## src/rtl/alu_regs_if.sv

```systemverilog
// Bus and control bundle between the control unit (master) and the alu_regs datapath (slave).
interface alu_regs_if;
    logic [7:0] i_bus;
    logic [7:0] o_bus;
    logic       o_busDrive;
    logic       o_busConflict;
    logic       i_ctrlRegWr0;
    logic       i_ctrlRegWr1;
    logic       i_ctrlRegBusSel;
    logic       i_ctrlRegNBusEn;
    logic       i_ctrlAluSel;
    logic [1:0] i_ctrlAluOp;
    logic       i_ctrlAluSubShiftDir;
    logic       i_ctrlAluWr;
    logic       i_ctrlAluNOE;
    logic       o_aluFlagN;
    logic       o_aluFlagNZ;

    modport slave (
        input  i_bus, i_ctrlRegWr0, i_ctrlRegWr1, i_ctrlRegBusSel, i_ctrlRegNBusEn,
               i_ctrlAluSel, i_ctrlAluOp, i_ctrlAluSubShiftDir, i_ctrlAluWr, i_ctrlAluNOE,
        output o_bus, o_busDrive, o_busConflict, o_aluFlagN, o_aluFlagNZ
    );

    modport master (
        output i_bus, i_ctrlRegWr0, i_ctrlRegWr1, i_ctrlRegBusSel, i_ctrlRegNBusEn,
               i_ctrlAluSel, i_ctrlAluOp, i_ctrlAluSubShiftDir, i_ctrlAluWr, i_ctrlAluNOE,
        input  o_bus, o_busDrive, o_busConflict, o_aluFlagN, o_aluFlagNZ
    );
endinterface

```

## src/rtl/alu_regs.sv

```systemverilog
// Two 8-bit general registers, an 8-bit ALU with registered result, and the N/NZ flags
// feeding the control unit's store address; drives the shared data bus by output enable.
module alu_regs (
    input  logic      i_clk,
    input  logic      i_reset,
    alu_regs_if.slave bus
);

    logic [7:0] r0_r;
    logic [7:0] r1_r;
    logic [7:0] result_r;
    logic       flagN_r;
    logic       flagNZ_r;

    logic [7:0] opA_s;
    logic [7:0] opB_s;
    logic [7:0] aluOut_s;

    // Operand ordering and ALU function; reads only the registered operands.
    always_comb begin
        opA_s    = 8'h00;
        opB_s    = 8'h00;
        aluOut_s = 8'h00;
        if (bus.i_ctrlAluSel == 1'b1) begin
            opA_s = r1_r;
            opB_s = r0_r;
        end else begin
            opA_s = r0_r;
            opB_s = r1_r;
        end
        case (bus.i_ctrlAluOp)
            2'b00: begin
                if (bus.i_ctrlAluSubShiftDir == 1'b1) begin
                    aluOut_s = opA_s + ~opB_s + 8'd1;
                end else begin
                    aluOut_s = opA_s + opB_s;
                end
            end
            2'b01: aluOut_s = opA_s & opB_s;
            2'b10: aluOut_s = opA_s | opB_s;
            2'b11: begin
                if (bus.i_ctrlAluSubShiftDir == 1'b1) begin
                    aluOut_s = {1'b0, opA_s[7:1]};
                end else begin
                    aluOut_s = {opA_s[6:0], 1'b0};
                end
            end
            default: aluOut_s = 8'h00;
        endcase
    end

    // General registers load from the bus; the bus is the only write path.
    always_ff @(posedge i_clk or posedge i_reset) begin
        if (i_reset) begin
            r0_r <= 8'h00;
            r1_r <= 8'h00;
        end else begin
            if (bus.i_ctrlRegWr0) begin
                r0_r <= bus.i_bus;
            end
            if (bus.i_ctrlRegWr1) begin
                r1_r <= bus.i_bus;
            end
        end
    end

    // Result and flags change only on a capture edge so the store address stays stable.
    always_ff @(posedge i_clk or posedge i_reset) begin
        if (i_reset) begin
            result_r <= 8'h00;
            flagN_r  <= 1'b0;
            flagNZ_r <= 1'b0;
        end else if (bus.i_ctrlAluWr) begin
            result_r <= aluOut_s;
            flagN_r  <= aluOut_s[7];
            flagNZ_r <= |aluOut_s;
        end
    end

    // Bus source select: the ALU result wins when both sources are enabled.
    always_comb begin
        bus.o_bus = 8'h00;
        if (bus.i_ctrlAluNOE == 1'b0) begin
            bus.o_bus = result_r;
        end else if (bus.i_ctrlRegNBusEn == 1'b0) begin
            if (bus.i_ctrlRegBusSel == 1'b1) begin
                bus.o_bus = r1_r;
            end else begin
                bus.o_bus = r0_r;
            end
        end else begin
            bus.o_bus = 8'h00;
        end
    end

    assign bus.o_busDrive    = ~bus.i_ctrlAluNOE | ~bus.i_ctrlRegNBusEn;
    assign bus.o_busConflict = ~bus.i_ctrlAluNOE & ~bus.i_ctrlRegNBusEn;
    assign bus.o_aluFlagN    = flagN_r;
    assign bus.o_aluFlagNZ   = flagNZ_r;

endmodule

```

## src/flat_wrapper.sv

```systemverilog
// flat-port wrapper written by rule: the top's interface ports become plain ports
module alu_regs_flat 
  (i_clk, i_reset, bus_i_bus, bus_i_ctrlRegWr0, bus_i_ctrlRegWr1, bus_i_ctrlRegBusSel, bus_i_ctrlRegNBusEn, bus_i_ctrlAluSel, bus_i_ctrlAluOp, bus_i_ctrlAluSubShiftDir, bus_i_ctrlAluWr, bus_i_ctrlAluNOE, bus_o_bus, bus_o_busDrive, bus_o_busConflict, bus_o_aluFlagN, bus_o_aluFlagNZ);
  alu_regs_if bus_i ();
  input  logic i_clk;
  input  logic i_reset;
  input wire logic [$bits(bus_i.i_bus)-1:0] bus_i_bus;
  input wire logic [$bits(bus_i.i_ctrlRegWr0)-1:0] bus_i_ctrlRegWr0;
  input wire logic [$bits(bus_i.i_ctrlRegWr1)-1:0] bus_i_ctrlRegWr1;
  input wire logic [$bits(bus_i.i_ctrlRegBusSel)-1:0] bus_i_ctrlRegBusSel;
  input wire logic [$bits(bus_i.i_ctrlRegNBusEn)-1:0] bus_i_ctrlRegNBusEn;
  input wire logic [$bits(bus_i.i_ctrlAluSel)-1:0] bus_i_ctrlAluSel;
  input wire logic [$bits(bus_i.i_ctrlAluOp)-1:0] bus_i_ctrlAluOp;
  input wire logic [$bits(bus_i.i_ctrlAluSubShiftDir)-1:0] bus_i_ctrlAluSubShiftDir;
  input wire logic [$bits(bus_i.i_ctrlAluWr)-1:0] bus_i_ctrlAluWr;
  input wire logic [$bits(bus_i.i_ctrlAluNOE)-1:0] bus_i_ctrlAluNOE;
  output wire logic [$bits(bus_i.o_bus)-1:0] bus_o_bus;
  output wire logic [$bits(bus_i.o_busDrive)-1:0] bus_o_busDrive;
  output wire logic [$bits(bus_i.o_busConflict)-1:0] bus_o_busConflict;
  output wire logic [$bits(bus_i.o_aluFlagN)-1:0] bus_o_aluFlagN;
  output wire logic [$bits(bus_i.o_aluFlagNZ)-1:0] bus_o_aluFlagNZ;
  assign bus_i.i_bus = bus_i_bus;
  assign bus_i.i_ctrlRegWr0 = bus_i_ctrlRegWr0;
  assign bus_i.i_ctrlRegWr1 = bus_i_ctrlRegWr1;
  assign bus_i.i_ctrlRegBusSel = bus_i_ctrlRegBusSel;
  assign bus_i.i_ctrlRegNBusEn = bus_i_ctrlRegNBusEn;
  assign bus_i.i_ctrlAluSel = bus_i_ctrlAluSel;
  assign bus_i.i_ctrlAluOp = bus_i_ctrlAluOp;
  assign bus_i.i_ctrlAluSubShiftDir = bus_i_ctrlAluSubShiftDir;
  assign bus_i.i_ctrlAluWr = bus_i_ctrlAluWr;
  assign bus_i.i_ctrlAluNOE = bus_i_ctrlAluNOE;
  assign bus_o_bus = bus_i.o_bus;
  assign bus_o_busDrive = bus_i.o_busDrive;
  assign bus_o_busConflict = bus_i.o_busConflict;
  assign bus_o_aluFlagN = bus_i.o_aluFlagN;
  assign bus_o_aluFlagNZ = bus_i.o_aluFlagNZ;
  alu_regs u_core (.i_clk(i_clk), .i_reset(i_reset), .bus(bus_i));
endmodule
```

## config.mk

```make
export PLATFORM = sky130hd
export DESIGN_NAME = alu_regs_flat
export DESIGN_NICKNAME = d
export VERILOG_FILES = /design/src/rtl/alu_regs_if.sv /design/src/rtl/alu_regs.sv /design/src/flat_wrapper.sv
export SDC_FILE = /design/constraint.sdc
export NUM_CORES = 1
export LEC_CHECK = 0
export BUFFER_PORTS_ARGS = -buffer_cell sky130_fd_sc_hd__clkbuf_2
export CAP_MARGIN = 20
export CELL_PAD_IN_SITES_DETAIL_PLACEMENT = 1
export CELL_PAD_IN_SITES_GLOBAL_PLACEMENT = 1
export CORE_ASPECT_RATIO = 1.2
export CORE_UTILIZATION = 44
export DETAILED_ROUTE_END_ITERATION = 8
export PLACE_DENSITY = 0.92
export SLEW_MARGIN = 25
export SYNTH_ARGS = -nofsm -noshare
export SYNTH_HDL_FRONTEND = slang
export SYNTH_SLANG_ARGS = --single-unit
```

## constraint.sdc

```tcl
create_clock -name i_clk -period 3.2 [get_ports i_clk]
set_input_delay 0.64 -clock i_clk [delete_from_list [all_inputs] [get_ports i_clk]]
set_output_delay 0.64 -clock i_clk [all_outputs]
set_load 0.05 [all_outputs]
```

==> results of run 1 <==
-- sequential cells by signal (all words and copies together), names as in the netlist --
signal,cells
u_core.r0_r,8
u_core.r1_r,8
u_core.result_r,7
u_core.bus.o_aluFlagN,1
u_core.bus.o_aluFlagNZ,1
-- routing by layer --
| metal | up-vias | global-route usage [%] | wire [µm] |
|---|---|---|---|
| met4 | 0 | 21.3 | 529 |
| li1 | 1050 | - | - |
| met5 | - | 0 | 0 |
| met3 | 51 | 3.76 | 499 |
| met1 | 1233 | 34.6 | 3440 |
| met2 | 137 | 58.2 | 4900 |
-- cells in the final DEF, fill, tap and decap left out, drive strengths merged, types with 2 or more instances in the layout --
cell | Yosys | layout
a21oi | 13 | 13
buf | 5 | 15
o22ai | 10 | 10
ha | 22 | 22
nor2b | 4 | 4
o211ai | 5 | 5
nand3 | 6 | 6
and3 | 3 | 3
nand3b | 3 | 3
or3 | 2 | 2
clkbuf | 12 | 35
inv | 29 | 29
mux2 | 16 | 16
a211oi | 5 | 5
dfrtp | 25 | 25
mux2i | 25 | 25
a31oi | 3 | 3
o21bai | 2 | 2
nor3 | 7 | 7
mux4 | 2 | 2
nand4 | 2 | 2
nand2 | 14 | 14
nor2 | 17 | 17
o21ai | 15 | 15
nand2b | 5 | 5
fa | 2 | 2
a21o | 3 | 3
-- worst max path at each step --
stage,endpoint,slack [ns],depth (start not counted)
after global routing,u_core.bus.o_aluFlagNZ,-0.09,10
after floorplan,u_core.bus.o_aluFlagNZ,0.03,12
after CTS,u_core.bus.o_aluFlagNZ,0.07,11
final,u_core.bus.o_aluFlagNZ,0.005,11
after global placement,u_core.bus.o_aluFlagNZ,0.08,11
after detailed placement,u_core.bus.o_aluFlagNZ,-0.14,11
-- timing repair --
action / 4_1_cts / 5_1_grt
gates resized for setup: 0 / 7
hold buffers: 0 / 0
setup endpoints to repair: 0 / 1
-- worst reg2reg max path, stage by stage, from the launching register on --
cell,delay (ns)
dfrtp_1,0.44
mux2i_2,0.22
inv_1,0.10
ha_1,0.24
fa_1,0.42
a21o_1,0.20
and3_1,0.21
or3_1,0.37
a31oi_1,0.31
nor4b_4,0.27
a31oi_1,0.12
-- layout make-up --
class | instances | area [µm²]
Multi-Input combinational cell | 205 | 1640
Clock buffer | 4 | 45.0
Sequential cell | 25 | 626
Tap cell | 62 | 77.6
Inverter | 29 | 109
Fill cell | 622 | 2530
Timing Repair Buffer | 46 | 268
-- power by group through the flow --
stage               Clock [mW]  Sequential, mW  Combinational (mW)
floorplan                    0           0.394               0.415
global placement             0           0.392               0.565
detailed placement           0           0.401               0.610
CTS                      0.195           0.396               0.623
global route             0.206           0.408               0.700
finish                   0.194           0.405               0.659
-- kinds of logic (layout without fill, tap and decap cells) --
family          after synthesis  in the layout  synth area share, %
simple gates                 69             69                 14.8
compound gates               67             67                 17.9
buf+inv                      46             79                 7.57
mux                          43             43                 20.0
flops                        25             25                 25.9
fa+ha+maj                    24             24                 13.1
xor+xnor                      2              2                0.726
==> summary.txt, run 1 <==
Cells and area
  – Post-Layout Inst Area: around 0.0028 mm²
  – Diode count: 0
  – Share of cells above drive strength 1: between 20% and 30%
  – Finished Layout Cells: roughly 370
  – Final core utilization: around 52%
  – Fin nets: 354
  – Area growth, synth to finish: 14.5%

Worst setup path
  – R2R Setup Slk: between 0.15 and 0.2 ns
  – Startpoint types: primary input
  – Crit path max-delay family: compound AO/OA/AOI/OAI gates
  – Crit end category: flip-flop
  – CP startpoint: bus_i_ctrlAluSel
  – CP max stage cell: mux2i_1
  – Worst Path Arrival: around 3.3 ns
  – Kind of critical path: primary input to flip-flop
  – CP Cell Sequence: clkbuf_2, buf_4, mux2i_1, inv_1, ha_1, a21oi_1, o211ai_1, a221oi_1, nor3_2, nor4b_4, a31oi_1
  – Worst r2r src: u_core.r1_r[0]
  – Reg2reg path depth: 10
  – Reg2reg end: u_core.bus.o_aluFlagNZ
  – CP max stage delay: around 0.45 ns
  – CP Data Required Time: approximately 3.3 ns
  – Buf/Inv on CP: 3
  – Critical path fanouts, max: 10

Placement
  – Setup WS pre-CTS: -0.136 ns
  – Post-Place Cell Area: approximately 0.0027 mm²
  – # port buffers: 31
  – Detailed Place HPWL: approximately 6.7 mm
  – Placed Cells: 367
  – GP Congestion: roughly 0.88

STA
  – Setup_tns: 0 ns
  – Skew final: around 0.01 ns
  – Final setup fails: 0
  – Crit path time final: 3.20 ns
  – Final hold slack: 0.393 ns
  – Fin crit share: 99.8%
  – Max Slew Vio Count: 0
  – Fmax: between 300 and 400 MHz
  – Setup ws final: just under 0.005 ns
  – Tightest Pin Transition: ~0.62 ns
  – Relative slew slack: around three fifths
  – Hold Fails Final Rpt: 0

Routing
  – DRC: 0
  – Wire per inst: approximately 25 µm
  – Via/cell ratio: about 6.7
  – ANT nets after route: 0
  – Via count: ~2500
  – Initial drt markers: 200
  – First-pass detailed-route iteration total: 5
  – Routed wire length: about 9.4 mm

GRT
  – Gr ovfl total: 0
  – Vias in the first global route: 2651
  – Tot GR Track Use: roughly 32%
  – Initial antenna violation count: 0
  – Largest net degree at the start of global routing: 26
  – First-pass GRT wire length: between 10 and 15 mm

Pwr
  – Combinational share of power: between 50 and 60%
  – VDD IR max: around 0.00038 V
  – Psw: between 0.5 and 0.6 mW
  – Pwr Total: between 1 and 1.5 mW
  – Sequential power share: approximately a third
  – Sw frac: roughly 46%
  – Power Dens Cells: between 400 and 500 mW/mm²
  – Leakage: 1.34 nW
  – Int Pwr: roughly 0.68 mW
  – Clk network pwr share: 15.4%

Yosys
  – Most frequent cell after synthesis: inv_1
  – Flops & latches, synth: 25
  – Post-Syn Area: about 0.0024 mm²
  – Area leader, netlist: dfrtp_1
  – Top-area cell type share of the netlist area: around 26%
  – Post-synth EDFFs: 0
  – Mapped Cells: roughly 280
  – Mapped Nets: 320
  – Post-synthesis sequential area ratio: about a quarter
  – Synth Flop Type: dfrtp_1
  – Top cells by count, synth: inv_1 (29), dfrtp_1 (25), mux2i_1 (24)
  – Ys async rst share: 100%
  – Leading post-synthesis cells by cell area: dfrtp_1 (26%), ha_1 (11%), mux2i_1 (10%)
  – Yosys warnings: 0
  – Number of library cell types mapped by synthesis: 50
  – Mean post-synth cell area: 8.74 µm²

Clock tree
  – Root Driver: clkbuf_8
  – Longest Clk Path Bufs: 2
  – Setup repair bufs after CTS: 0
  – Number of H-tree levels: 1
  – # clock sinks: 25
  – Clock Latency Late Sink: ~0.27 ns
  – CTS buffer count: 3
  – Clock Pin Slew Worst Setup and Hold Paths: around 0.10 ns
  – TritonCTS clock tree: done

Floorplanning
  – Initial Utilization: a little under half
  – Die W: between 60 and 70 µm
  – Core outline area: between 0.005 and 0.006 mm²
  – Die area: 0.00578 mm²
  – Die Ht: roughly 83 µm
  – Row Count: 29
  – I/O pin cnt: 32

Flow run
  – Maxcap violations: 0

Outcome
  – Outcome: finished, final reports clean

Worst hold path
  – Hold crit path type: primary input to asynchronous set/reset pin
No activity file was read; power rests on OpenSTA's default activity.
==> inputs of run 2 (changes only) <==
--- a/config.mk
+++ b/config.mk
@@ -12,7 +12,7 @@
 export CORE_ASPECT_RATIO = 1.2
 export CORE_UTILIZATION = 44
 export DETAILED_ROUTE_END_ITERATION = 8
-export PLACE_DENSITY = 0.92
+export PLACE_DENSITY_LB_ADDON = 0.1
 export SLEW_MARGIN = 25
 export SYNTH_ARGS = -nofsm -noshare
 export SYNTH_HDL_FRONTEND = slang
==> run 2 against run 1 <==
  * Count of clock-buffer cells in the layout is the same
  * Register-to-register slack gained 0.26 ns
  * Fmax grew 8.6%
  * Combinational power shrank 10%
  * Core utilization shrank 0.64 points
  * Clock power is essentially flat
  * Largest power group unchanged
  * Flip-flop and latch count is the same
==> summary.txt, run 2 (same netlist as run 1, synthesis figures left out) <==
STA
  – Fmax: 340 MHz (was 313 MHz)
  – Max Slew Vio Count: 0 (unchanged)
  – Fin crit share: 91.9% (was 99.8%)
  – Relative slew slack: 60.4% (was 58.8%)
  – Setup ws final: 0.258 ns (was 0.00491 ns)
  – Crit path time final: 2.94 ns (was 3.20 ns)
  – Final setup fails: 0 (unchanged)
  – Setup_tns: 0 ns (unchanged)
  – Final hold slack: 0.371 ns (was 0.393 ns)
  – RSZ-0062 raised after global routing: false
  – Tightest Pin Transition: 0.592 ns (was 0.616 ns)
  – Hold Fails Final Rpt: 0 (unchanged)
  – Skew final: 0.00433 ns (was 0.0100 ns)

Cells and area
  – Most frequent cells in the layout: clkbuf_2 (31), inv_1 (28), dfrtp_1 (25), mux2i_1 (24), ha_1 (22) (was clkbuf_2 (31), inv_1 (28), dfrtp_1 (25), ha_1 (22), mux2i_1 (21))
  – Finished Layout Cells: 371 (unchanged)
  – Largest regs: u_core.r0_r x8, u_core.r1_r x8, u_core.result_r x7 (unchanged)
  – Commonest non-fill, non-tap cell in the layout: clkbuf_2 (unchanged)
  – Area growth, synth to finish: 13.1% (was 14.5%)
  – Fin nets: 354 (unchanged)
  – Share of cells above drive strength 1: 23.0% (was 24.9%)
  – Post-Layout Inst Area: 0.00273 mm² (was 0.00276 mm²)
  – Diode count: 0 (unchanged)

Routing
  – Initial drt markers: 82 (was 200)
  – Wire per inst: 17.9 µm (was 25.2 µm)
  – DRC: 0 (unchanged)
  – Via count: 2163 (was 2471)
  – Routed wire length: 6.64 mm (was 9.36 mm)
  – ANT nets after route: 0 (unchanged)
  – First-pass detailed-route iteration total: 4 (was 5)
  – Via/cell ratio: 5.83 (was 6.66)

Clock tree
  – CTS buffer count: 3 (unchanged)
  – Number of H-tree levels: 1 (unchanged)
  – Setup repair bufs after CTS: 0 (unchanged)
  – # resized after CTS: 0 (unchanged)
  – # clock sinks: 25 (unchanged)
  – Longest Clk Path Bufs: 2 (unchanged)
  – Clock Pin Slew Worst Setup and Hold Paths: 0.09 ns (was 0.10 ns)
  – Clock Latency Late Sink: 0.28 ns (was 0.27 ns)
  – Root Driver: clkbuf_8 (unchanged)
  – TritonCTS clock tree: done (unchanged)
  – CTS Hold Bufs: 0 (unchanged)

Worst setup path
  – R2R Setup Slk: 0.45 ns (was 0.19 ns)
  – CP Data Required Time: 3.35 ns (was 3.34 ns)
  – Critical Path End: u_core.bus.o_aluFlagNZ (unchanged)
  – Critical path fanouts, max: 13 (was 10)
  – CP startpoint: bus_i_ctrlAluSel (unchanged)
  – Reg2reg path depth: 10 (unchanged)
  – Worst Path Arrival: 3.10 ns (was 3.34 ns)
  – Crit end category: flip-flop (unchanged)
  – Reg2reg end: u_core.bus.o_aluFlagNZ (unchanged)
  – Startpoint types: primary input (unchanged)
  – Kind of critical path: primary input to flip-flop (unchanged)
  – Worst r2r src: u_core.r0_r[0] (was u_core.r1_r[0])

Pwr
  – Clk network pwr share: 16.3% (was 15.4%)
  – Sequential power share: 33.4% (was 32.2%)
  – Psw: 0.497 mW (was 0.573 mW)
  – Sw frac: 42.4% (was 45.5%)
  – VDD IR max: 0.000393 V (was 0.000381 V)
  – Int Pwr: 0.676 mW (was 0.685 mW)
  – Power Dens Cells: 430 mW/mm² (was 455 mW/mm²)
  – Leakage: 1.34 nW (about the same)
  – Combinational share of power: 50.3% (was 52.4%)

Floorplanning
  – Die Ht: 83.1 µm (unchanged)
  – Row Count: 29 (unchanged)
  – Die W: 69.6 µm (unchanged)
  – I/O pin cnt: 32 (unchanged)
  – Die area: 0.00578 mm² (unchanged)
  – Core outline area: 0.00530 mm² (unchanged)
  – Initial Utilization: 45.5% (unchanged)

Placement
  – # port buffers: 31 (unchanged)
  – Setup WS pre-CTS: -0.0149 ns (was -0.136 ns)
  – GP Congestion: 0.816 (was 0.878)
  – Post-Place Cell Area: 0.00268 mm² (unchanged)
  – Placed Cells: 367 (unchanged)
  – Detailed Place HPWL: 5.31 mm (was 6.71 mm)

GRT
  – First-pass GRT wire length: 11.4 mm (was 14.3 mm)
  – Initial antenna violation count: 0 (unchanged)
  – Vias in the first global route: 2296 (was 2651)
  – Largest net degree at the start of global routing: 26 (unchanged)
  – Gr ovfl total: 0 (unchanged)
  – Tot GR Track Use: 24.5% (was 32.1%)

Worst hold path
  – Hold crit path type: primary input to asynchronous set/reset pin (unchanged)

Flow run
  – Maxcap violations: 0 (unchanged)

Outcome
  – Outcome: finished, final reports clean (unchanged)
[run 2: cell types whose count changed in the layout (fill, tap and decap cells not counted)]
cell,previous run,this run
mux2i_1,21,24
nor4b_4,1,0
o21bai_1,1,2
nor3_1,6,7
nor4b_2,0,1
mux2i_2,4,1
a211oi_2,1,0
a211oi_1,4,5
o21bai_2,1,0
nor3_2,1,0
[run 2: worst min path at each step]
stage	endpoint	start	cells past startpoint	slack [ns]
after floorplan	u_core.result_r[6]	u_core.result_r[6]	2	0.47
after global placement	u_core.result_r[1]	u_core.result_r[1]	2	0.51
after detailed placement	u_core.result_r[4]	u_core.result_r[4]	2	0.52
after CTS	u_core.result_r[6]	u_core.result_r[6]	2	0.55
after global routing	u_core.r0_r[2]	i_reset	2	0.43
final	u_core.r0_r[0]	i_reset	2	0.37
[run 2: worst max-delay path, cell delays in order]
cell and delay [ns]:
clkbuf_2 0.16, buf_4 0.25, mux2i_1 0.37, ha_1 0.35
buf_4 0.18, a21oi_1 0.22, a21o_1 0.15, a211oi_1 0.06
a311o_1 0.33, nor4b_2 0.26, a31oi_1 0.12
[run 2: cell type report]
cell class | instances | area [µm²]
fill | 663 | 2570
multi-input combinational | 205 | 1600
sequential | 25 | 626
timing repair buffer | 46 | 268
inverter | 29 | 109
tap | 62 | 77.6
clock buffer | 4 | 45.0
[run 2: routing by layer]
layer / global-route usage [%] / vias to the layer above / wire length (µm)
met5: 0 / - / 0
met2: 41.9 / 31 / 3310
met1: 32.9 / 1069 / 3100
li1: - / 1054 / -
met4: 7.05 / 0 / 104
met3: 1.70 / 9 / 125
[run 2: power by group through the flow]
stage / Combinational (mW) / Clock [mW] / Sequential [mW]
4_1_cts: 0.592 / 0.197 / 0.392
6_report: 0.590 / 0.191 / 0.392
5_1_grt: 0.650 / 0.209 / 0.399
3_3_place_gp: 0.576 / 0 / 0.395
2_1_floorplan: 0.415 / 0 / 0.394
3_5_place_dp: 0.587 / 0 / 0.398
[run 2: metrics by stage]
stage / utilization, % / power [mW]
finish: 51.5 / 1.17
global route: 51.5 / 1.26
CTS: 51.5 / 1.18
detailed placement: 50.7 / 0.985
global placement: 50.7 / 0.971
floorplan: - / 0.809
